$ cat config.mk
export PLATFORM = sky130hd
export DESIGN_NAME = instruction_fetch
export DESIGN_NICKNAME = d
export VERILOG_FILES = /design/src/rtl/exec_pkg.sv /design/src/rtl/instruction_fetch.sv
export SDC_FILE = /design/constraint.sdc
export NUM_CORES = 1
export LEC_CHECK = 0
export BUFFER_PORTS_ARGS = -buffer_cell sky130_fd_sc_hd__buf_4
export CAP_MARGIN = 15
export CORE_AREA = 4 4 128 130
export DETAILED_ROUTE_END_ITERATION = 10
export DIE_AREA = 0 0 132 134
export HOLD_SLACK_MARGIN = 0.05
export SLEW_MARGIN = 15
export SYNTH_ARGS = -nofsm -noshare
export SYNTH_HDL_FRONTEND = slang
export SYNTH_SLANG_ARGS = --single-unit
$ cat constraint.sdc
create_clock -name Clk -period 1.5 [get_ports Clk]
set_input_delay 0.225 -clock Clk [delete_from_list [all_inputs] [get_ports Clk]]
set_output_delay 0.225 -clock Clk [all_outputs]
set_load 0.05 [all_outputs]
$ cat src/rtl/exec_pkg.sv
// Shared definitions for the execution engine: opcodes, instruction layout,
// bus unit selects and the instruction-fetch state encoding.
package exec_pkg;

    localparam logic [7:0] OP_MMULT      = 8'h00;
    localparam logic [7:0] OP_MADD       = 8'h01;
    localparam logic [7:0] OP_MSUB       = 8'h02;
    localparam logic [7:0] OP_MTRANSPOSE = 8'h03;
    localparam logic [7:0] OP_MSCALE     = 8'h04;
    localparam logic [7:0] OP_MSCALEIMM  = 8'h05;
    localparam logic [7:0] OP_INTADD     = 8'h10;
    localparam logic [7:0] OP_INTSUB     = 8'h11;
    localparam logic [7:0] OP_INTMULT    = 8'h12;
    localparam logic [7:0] OP_INTDIV     = 8'h13;
    localparam logic [7:0] OP_STOP       = 8'hFF;

    // Unit selects driven on address[15:12]
    localparam logic [3:0] NONE_SELECT   = 4'b0000;
    localparam logic [3:0] INSTR_SELECT  = 4'b1000;

    typedef struct packed {
        logic [7:0] opcode;
        logic [7:0] dest;
        logic [7:0] src1;
        logic [7:0] src2;
    } instr_t;

    typedef enum logic [2:0] {
        S_IDLE    = 3'd0,
        S_REQ     = 3'd1,
        S_WAIT    = 3'd2,
        S_PRESENT = 3'd3,
        S_DONE    = 3'd4
    } fetch_state_t;

endpackage

$ cat src/rtl/instruction_fetch.sv
// Instruction fetch bus initiator: reads one 32-bit word per instruction from
// instruction memory and hands decoded fields to the execution engine.
//
// state   | meaning
// IDLE    | waiting for Start, bus parked at 0
// REQ     | read strobe low, memory registers the word at pc
// WAIT    | word available on DataIn, captured at the closing edge
// PRESENT | instruction valid, held until InstrReady
// DONE    | Stop opcode fetched, halted until next Start
module instruction_fetch
    import exec_pkg::*;
(
    input  logic         Clk,
    input  logic         nReset,
    input  logic         Start,
    input  logic [11:0]  StartPC,
    output logic [15:0]  address,
    output logic         nRead,
    input  logic [255:0] DataIn,
    output logic         InstrValid,
    input  logic         InstrReady,
    output logic [7:0]   Opcode,
    output logic [7:0]   Dest,
    output logic [7:0]   Src1,
    output logic [7:0]   Src2,
    output logic [11:0]  PC,
    output logic         Busy,
    output logic         Halted
);

    fetch_state_t r_state;
    logic [11:0]  r_pc;
    instr_t       r_instr;
    logic         r_nread;
    logic [15:0]  r_addr;

    fetch_state_t w_next_state;
    logic [11:0]  w_pc_next;
    instr_t       w_instr_next;
    instr_t       w_data_word;
    logic         w_nread_next;
    logic [15:0]  w_addr_next;
    logic         w_unused_data;

    assign w_data_word   = instr_t'(DataIn[31:0]);
    assign w_unused_data = ^DataIn[255:32];

    always_ff @(posedge Clk or negedge nReset) begin
        if (!nReset) begin
            r_state <= S_IDLE;
            r_pc    <= 12'h000;
            r_instr <= '0;
            r_nread <= 1'b1;
            r_addr  <= 16'h0000;
        end else begin
            r_state <= w_next_state;
            r_pc    <= w_pc_next;
            r_instr <= w_instr_next;
            r_nread <= w_nread_next;
            r_addr  <= w_addr_next;
        end
    end

    always_comb begin
        w_next_state = r_state;
        w_pc_next    = r_pc;
        w_instr_next = r_instr;
        unique case (r_state)
            S_IDLE, S_DONE: begin
                if (Start) begin
                    w_next_state = S_REQ;
                    w_pc_next    = StartPC;
                end
            end
            S_REQ: begin
                w_next_state = S_WAIT;
            end
            S_WAIT: begin
                w_instr_next = w_data_word;
                // The Stop word halts the engine without ever being presented
                if (w_data_word.opcode == OP_STOP) begin
                    w_next_state = S_DONE;
                end else begin
                    w_next_state = S_PRESENT;
                end
            end
            S_PRESENT: begin
                if (InstrReady) begin
                    w_next_state = S_REQ;
                    w_pc_next    = r_pc + 12'd1;
                end
            end
            default: begin
                w_next_state = S_IDLE;
            end
        endcase
    end

    // Bus outputs are computed from the next state so they come straight off flops
    always_comb begin
        w_nread_next = 1'b1;
        w_addr_next  = {NONE_SELECT, 12'h000};
        InstrValid   = 1'b0;
        Busy         = 1'b0;
        Halted       = 1'b0;
        if (w_next_state == S_REQ) begin
            w_nread_next = 1'b0;
        end
        if (w_next_state == S_REQ || w_next_state == S_WAIT || w_next_state == S_PRESENT) begin
            w_addr_next = {INSTR_SELECT, w_pc_next};
        end
        unique case (r_state)
            S_REQ, S_WAIT: Busy = 1'b1;
            S_PRESENT: begin
                Busy       = 1'b1;
                InstrValid = 1'b1;
            end
            S_DONE:  Halted = 1'b1;
            default: ;
        endcase
    end

    assign address = r_addr;
    assign nRead   = r_nread;
    assign Opcode  = r_instr.opcode;
    assign Dest    = r_instr.dest;
    assign Src1    = r_instr.src1;
    assign Src2    = r_instr.src2;
    assign PC      = r_pc;

endmodule

# Word-level counts from Yosys, hierarchy flattened
# Cells that the tools add are included.
# word_totals
memories	0
register_bits	64
out_inout_bits	64
inputBits	272
mem_bits_rw	0
latchBits	0
romBits	0
word_cells	34
# classes
n_div	0
mux	12
n_bitwise	0
n_addsub	1
reduce_logical	5
shifts	0
order_cmp	0
eq_ne	8
n_mul	0
# ops
operator	count
12-bit 2-to-1 mux	2
12-bit case mux with 2 select lines	1
16-bit 2-to-1 mux	1
12-bit by 1-bit adder with 12-bit output (second input constant)	1
3-bit by 2-bit == test with 1-bit output (second input constant)	4
3-bit case mux with 4 select lines	1
3-bit 2-to-1 mux	3
8-bit == test (second input constant)	1
3-bit by 1-bit == test with 1-bit output (second input constant)	2
1-bit 2-to-1 mux	4
3-bit == test (second input constant)	1
3-bit zero test	1
3-bit OR reduction	1
1-bit logical OR	2
2-bit OR reduction	1

# Longest topological paths before layout
# Gate-level depths: netlist of run 1.
# depth
depth_word	7
mapped_depth	7
mapped_depth_nobuf	5

# Worst setup path after synthesis of run 1
# OpenSTA, ideal clock, no wires.
# synth_timing
kind	register -> register
start	register r_pc[0], in the netlist PC[0]
end	register r_pc[8], in the netlist PC[8]
path_slack_ns	-0.417
path_buffers	0
arrival_time_ns	1.785
period_less_slack_ns	1.917
setup_time_ns	0.131
stages_incl_launch_ff	5
t_required_ns	1.369
cell_sequence	dfrtp_1 -> ha_1 -> nand3_1 -> o311a_1 -> or3_1
# synth_between
elab_chain_cells	3
# synth_lines
item	line	text
from (decl)	instruction_fetch.sv:32	logic [11:0] r_pc;
from (signal assigned)	instruction_fetch.sv:57	r_pc <= w_pc_next;
12-bit by 1-bit adder with 12-bit output	instruction_fetch.sv:90	w_pc_next = r_pc + 12'd1;
12-bit 2-to-1 mux	instruction_fetch.sv:88	if (InstrReady) begin
12-bit case mux with 2 select lines	instruction_fetch.sv:68	unique case (r_state)
net w_pc_next[8]	instruction_fetch.sv:38	logic [11:0] w_pc_next;
# The timed path passes the listed nets, and every way through them passes these cells.
# A chain may end at the register's enable or synchronous reset.

# Worst setup path in the final report of run 1
# layout_timing
start	register r_state[0]
end	output port Busy
# layout_between
elab_chain_cells	3
elab_cells_between_ends	5
classes_between	3 x eq/ne; 1 x mux; 1 x reduce/logical
# layout_lines
item	line	text
from (decl)	instruction_fetch.sv:31	fetch_state_t r_state;
from (signal assigned)	instruction_fetch.sv:56	r_state <= w_next_state;
3-bit by 2-bit == test with 1-bit output / 3-bit by 1-bit == test with 1-bit output (equally long branches)	instruction_fetch.sv:112	unique case (r_state)
3-bit OR reduction (no source line) (*)	-	
1-bit 2-to-1 mux (*)	instruction_fetch.sv:112	
to (decl)	instruction_fetch.sv:27	output logic Busy,
# Every way passes the cells marked *; elsewhere a longest branch is shown, timed or not.

==> out/qor.yml, run 1 <==
track_usage_pct: 11.0
ys_ff_latch: 61
ys_types: 48
worst_slack_ns: -0.0835
synth_area_leaders: "dfrtp_1, mux2_2, buf_6, o21ai_0, nand2_1"
synthCells: 232
routed_via_density: 4.43
violations: "setup timing"
power.total_mw: 13.3
fin_area_um2: 4700
syn_avg_cell_area_um2: 12.0
skew_ns: 0.00789
num_io_pins: 336
max_clock_freq_mhz: 632
ant_nets: 0
yosys_warnings: 0
synth_top_area_share_pct: 53.9
synth_edf_count: 0
status: "complete, but fails checks"
antenna_cells: 0
synth_ff_type: "dfrtp_1"
root_buffer: "clkbuf_16"
ctsHtreeMaxLevel: 3
overflow: 0
max-cap-violations: 0
hp-class: "primary input to flop"
die-height_um: 134
grt_max_degree: 32
drt_iter0_markers: 114
cp-end-kind: "primary output"
via_count: 2549
async_flop_share_pct: 100
placed_area_um2: 4040
start_util_pct: 18.4
period_share_pct: 106
p_leak_nw: 2.12
fillers: 1507
finalHoldViolCount: 0
power_density_nw_per_um2: 2840
drive_above_1_share_pct: 65.5
period_needed_ns: 1.58
yosysSeqAreaShare_pct: 54.8
cts_tree: "done"
yosys.area.top_type: "dfrtp_1"
grt_pass1_vias: 2633
clockBufferDepth: 2
rsz0062_at_grt: "yes"
cp.arrival_ns: 1.36
clock-sinks: 61
start_kind: "flop"
dr.pass1.iters: 4
numPortBuffers: 108
die_area_um2: 17700
required_ns: 1.27
vdd_drop_max_uv: 1350
hpwlAfterDp_mm: 7.66
die_x_um: 132
drc_errors: 0
clk_latency_ns: 0.33
antenna_found_initial: 0
routed_wl_mm: 9.91
slew_viol_final: 0
gp_congestion: 0.865
critPathKind: "flop to primary output"
path_clk_slew_ns: 0.06
numCtsBuffers: 9
row_count: 45
nNetsFinal: 656
layout-area-overhead-vs-synth_pct: 68.7
wl_per_cell_um: 17.2
grt_pass1_wl_mm: 15.0
critical_path.max_fanout: 5
netlist_area_um2: 2790
setup_viol: 44
design.core.area_um2: 15100
==> per-stage QoR <==
step / setup slack, ns / utilization [%] / hold slack [ns] / TNS (ns) / std cells
floorplan: -0.108 / - / -0.0706 / -0.297 / 234
detailed placement: -0.115 / 26.7 / 0.212 / -3.09 / 550
global placement: -0.106 / 26.7 / 0.208 / -2.63 / 550
global route: -0.137 / 31.0 / 0.123 / -5.12 / 576
CTS: -0.0739 / 30.0 / 0.115 / -1.64 / 573
finish: -0.0835 / 31.0 / 0.130 / -2.13 / 576
==> metal layers <==
metal | vias to the layer above | global-route usage [%] | wire (µm)
li1 | 1147 | - | -
met1 | 1265 | 12.8 | 4000
met2 | 116 | 16.5 | 4450
met3 | 21 | 6.38 | 1230
met4 | 0 | 4.55 | 229
met5 | - | 0 | 0
==> repair_timing <==
item	in CTS	in global routing
setup endpoints to repair	51	56
setup buffers	7	3
resized for setup	33	31
hold buffers	1	0
pin swaps	6	6
endpoints found under the hold margin	28	0
==> state kept, by name (all words and copies together), names as in the netlist <==
name	flops
Opcode	8
PC	12
address	13
nRead	1
Src2	8
r_state	3
Src1	8
Dest	8
==> area by class of cell <==
type | count | area (µm²) | area share, %
clock buffers | 12 | 256 | 5.46
clock inverters | 4 | 47.5 | 1.01
inverters | 9 | 41.3 | 0.879
multi-input cells | 148 | 1310 | 27.9
flip-flops and latches | 61 | 1540 | 32.8
well taps | 188 | 235 | 5.01
repair buffers | 154 | 1260 | 26.9
==> report_power, final <==
group	switching [mW]	internal, mW	total [mW]
Sequential	0.584	2.47	3.05
Clock	0.730	1.37	2.10
Combinational	4.98	3.21	8.19
Total	6.30	7.04	13.3
==> placed cells by master (no fill, tap or decap), types with 6 or more instances in the layout <==
cell type | synthesis | final
buf_4 | 4 | 135
buf_6 | 6 | 13
clkbuf_16 | 0 | 9
dfrtp_1 | 60 | 49
dfrtp_2 | 0 | 11
inv_1 | 8 | 7
mux2_2 | 32 | 32
nand2_1 | 14 | 14
nand4_1 | 6 | 6
==> synth_stat cells, drive strengths merged, types with 2 or more instances <==
master and n:
o21ai 12, and3 3, nand4 6, inv 8
mux2i 3, o31a 3, and2 4, buf 16
nand3 7, nand2 14, a21oi 10, and4 2
mux2 32, o22ai 5, o221ai 5, xor2 2
nor3b 2, a31oi 4, dfrtp 60, nor2 7
nor4 6
==> cell families (layout without fill, tap and decap cells) <==
group	Yosys count	after routing	synth area share, %
simple gates	60	60	12.7
compound gates	47	47	11.3
flops	61	61	54.8
other cells	1	3	0.135
buf+inv	25	179	5.97
mux	35	35	14.0
xor+xnor	2	2	0.629
fa+ha+maj	1	1	0.449
==> final timing paths <==
check,from,endpoint,slack (ns),cells past startpoint
worst min register to register,Opcode[0],Opcode[0],0.51,1
min in group asynchronous,nReset,Opcode[1],0.40,2
max in group asynchronous,nReset,PC[7],0.59,3
worst max register to register,r_state[0],Dest[1],-0.07,4
worst max-delay path,r_state[0],Busy,-0.08,5
worst min-delay path,DataIn[21],Dest[5],0.13,2
==> worst max-delay path, cell delays in order (launching register included) <==
cell     delay (ns)
dfrtp_1        0.39
buf_6          0.16
nor2_4         0.05
buf_6          0.12
nor2_4         0.13
buf_6          0.17
Note: power is estimated with default switching activity, not from simulation.
==> inputs of run 2 (changes only) <==
--- a/config.mk
+++ b/config.mk
@@ -5,12 +5,14 @@
 export SDC_FILE = /design/constraint.sdc
 export NUM_CORES = 1
 export LEC_CHECK = 0
+export ABC_AREA = 1
 export BUFFER_PORTS_ARGS = -buffer_cell sky130_fd_sc_hd__buf_4
 export CAP_MARGIN = 15
-export CORE_AREA = 4 4 128 130
+export CORE_AREA = 4 4 127 129
 export DETAILED_ROUTE_END_ITERATION = 10
-export DIE_AREA = 0 0 132 134
+export DIE_AREA = 0 0 131 133
 export HOLD_SLACK_MARGIN = 0.05
+export SETUP_SLACK_MARGIN = 0.02
 export SLEW_MARGIN = 15
 export SYNTH_ARGS = -nofsm -noshare
 export SYNTH_HDL_FRONTEND = slang
==> run 2 against run 1 <==
  * The run now ends clean
  * Setup slack better by 0.15 ns
  * Worst hold slack got worse by 0.030 ns
  * Synthesized cell count is 37% higher
  * Design area is 8.0% lower
  * Global-route usage is 0.67 points lower
  * Critical path depth down 1
  * Clock power is 2% lower
  * Utilization is 2.3 points lower
  * First-iteration DRC count up 3.5%
  * Count of clock-buffer cells in the layout is the same
  * Non-clock buffer count is 23 lower
  * Critical path type unchanged
==> out/qor.yml, run 2 <==
via_count: 2526  # -0.90%
antenna_found_initial: 0  # unchanged
synth_ff_type: "dfrtp_1"
slew_viol_final: 0  # unchanged
period_share_pct: 95.9  # -9.7 points
layout-area-overhead-vs-synth_pct: 57.5
num_io_pins: 336  # unchanged
netlist_area_um2: 2740  # -1.5%
grt_pass1_vias: 2698  # +2.5%
path_clk_slew_ns: 0.06  # about the same
hold_depth: 3  # +1
max_clock_freq_mhz: 695  # +10%
layout_common_cells: "nand2_1, buf_4, dfrtp_1, inv_1, nand3_1"
ant_nets: 0  # unchanged
combPwrFrac_pct: 58.2  # -3.2 points
largest_register_ffs: 13  # unchanged
gp_congestion: 0.755  # -13%
max-cap-violations: 0  # unchanged
critPathKind: "flop to primary output"
async_flop_share_pct: 100  # unchanged
cp.arrival_ns: 1.21  # -0.15 ns
start_kind: "flop"
cp-end-kind: "primary output"
overflow: 0  # unchanged
syn_avg_cell_area_um2: 8.66  # -28%
clockBufferDepth: 2  # unchanged
track_usage_pct: 10.3  # -0.67 points
synthTopCellsByCount: "nand2_1, dfrtp_1, inv_1, nand3_1"
status: "complete, no violations"
finalHoldViolCount: 0  # unchanged
grt_max_degree: 62  # +94%
yosysSeqAreaShare_pct: 55.7  # +0.85 points
clk_latency_ns: 0.32  # about the same
numPortBuffers: 108  # unchanged
synth_area_leaders: "dfrtp_1, nand2_1, nand3_1, a22oi_2, inv_1"
drc_errors: 0  # unchanged
power_density_nw_per_um2: 2800  # -1.4%
root_buffer: "clkbuf_16"
synth_edf_count: 0  # unchanged
drive_above_1_share_pct: 41.1  # -24 points
nNetsFinal: 723  # +10%
internal_power_mw: 6.05  # -14%
die_x_um: 131  # -0.76%
p_leak_nw: 2.27  # +6.9%
yosys_warnings: 0  # unchanged
period_needed_ns: 1.44  # -0.145 ns
power.total_mw: 12.1  # -9.3%
skew_ns: 0.00808  # +0.000188 ns
hp-class: "primary input to flop"
antenna_cells: 0  # unchanged
numCtsBuffers: 9  # unchanged
synthCells: 317  # +37%
swShare_pct: 50.0  # +2.8 points
setup_viol: 0  # -100%
ys_types: 29  # -40%
routed_via_density: 3.93  # -11%
final_common_cell: "nand2_1"
hpwlAfterDp_mm: 6.69  # -13%
row_count: 45  # unchanged
synth.most_common_cell: "nand2_1"
ctsHtreeMaxLevel: 3  # unchanged
rsz0062_at_grt: "yes"
critical_path.max_fanout: 3  # -2
fin_util_pct: 28.8  # -2.3 points
cts_tree: "done"
seq_power_share_pct: 24.8  # +1.9 points
reg2regPathDepth: 10  # +6
routed_wl_mm: 8.67  # -13%
die-height_um: 133  # -0.75%
ys_ff_latch: 61  # unchanged
die_area_um2: 17400  # -1.5%
grt_pass1_wl_mm: 14.1  # -6.1%
wl_per_cell_um: 13.5  # -22%
required_ns: 1.27  # about the same
p_clk_share_pct: 17.1  # +1.4 points
clock-sinks: 61  # unchanged
start_util_pct: 18.3  # -0.15 points
dr.pass1.iters: 4  # unchanged
design.core.area_um2: 15000  # -0.74%
vdd_drop_max_uv: 1300  # -4.1%
netSwitchingPower_mw: 6.05  # -3.9%
yosys.area.top_type: "dfrtp_1"
synth_top_area_share_pct: 54.7  # +0.84 points
drt_iter0_markers: 118  # +3.5%
[run 2: power groups by stage]
stage	Sequential [mW]	Combinational, mW	Clock [mW]
after floorplan	5.38	2.03	0
after global placement	2.98	6.71	0
after detailed placement	3.00	6.79	0
after CTS	3.01	6.93	2.11
after global routing	3.11	7.59	2.19
final	3.00	7.04	2.06
[run 2: critical path: stages, from the launching register on]
cell and delay (ns):
dfrtp_2 0.44, nor2_4 0.15, inv_2 0.05, nor2_2 0.08, buf_6 0.16
[run 2: worst paths after layout]
path,startpoint,to,slack (ns)
max,r_state[0],Halted,0.06
min,DataIn[6],Src2[6],0.1
max reg2reg,r_state[0],address[6],0.09
min reg2reg,Dest[7],Dest[7],0.47
max in group asynchronous,nReset,nRead,0.75
min in group asynchronous,nReset,Src1[4],0.44
[run 2: cell type report]
type | count | area, µm²
inverters | 27 | 116
repair buffers | 131 | 1060
clock inverters | 4 | 47.5
clock buffers | 12 | 246
well taps | 188 | 235
fillers | 1566 | 10700
flip-flops and latches | 61 | 1540
multi-input cells | 220 | 1080
[run 2: cells by family after synthesis]
family          count (synthesis)  share of synthesized area, %
flops                          61                          55.7
fa+ha+maj                       1                         0.456
buf+inv                        38                          6.61
compound gates                 26                          7.71
simple gates                  190                          29.4
other cells                     1                         0.137
[run 2: metal layers]
metal / global-route usage [%] / vias to the layer above / wire length (µm)
met5: 0 / - / 0
met4: 3.03 / 0 / 55
met3: 5.17 / 5 / 827
met2: 15.5 / 78 / 4020
met1: 13.0 / 1185 / 3760
li1: - / 1258 / -
[run 2: metrics by stage]
| step | area (µm²) | setup slack (ns) | hold slack, ns | cells | TNS, ns |
|---|---|---|---|---|---|
| after floorplan | 2760 | 0.0572 | -0.0706 | 319 | 0 |
| after global placement | 3890 | 0.000200 | 0.245 | 619 | 0 |
| after detailed placement | 3890 | 0.00560 | 0.250 | 619 | 0 |
| after CTS | 4250 | 0.0102 | 0.0827 | 640 | 0 |
| after global routing | 4320 | -0.0412 | 0.0952 | 643 | -0.0950 |
| final | 4320 | 0.0616 | 0.0997 | 643 | 0 |
[run 2: what timing repair did]
item	CTS	global route
setup buffers	5	3
hold buffers	1	0
pin swaps	2	7
gates resized for setup	10	13
setup endpoints to repair	5	18
endpoints found under the hold margin	60	0
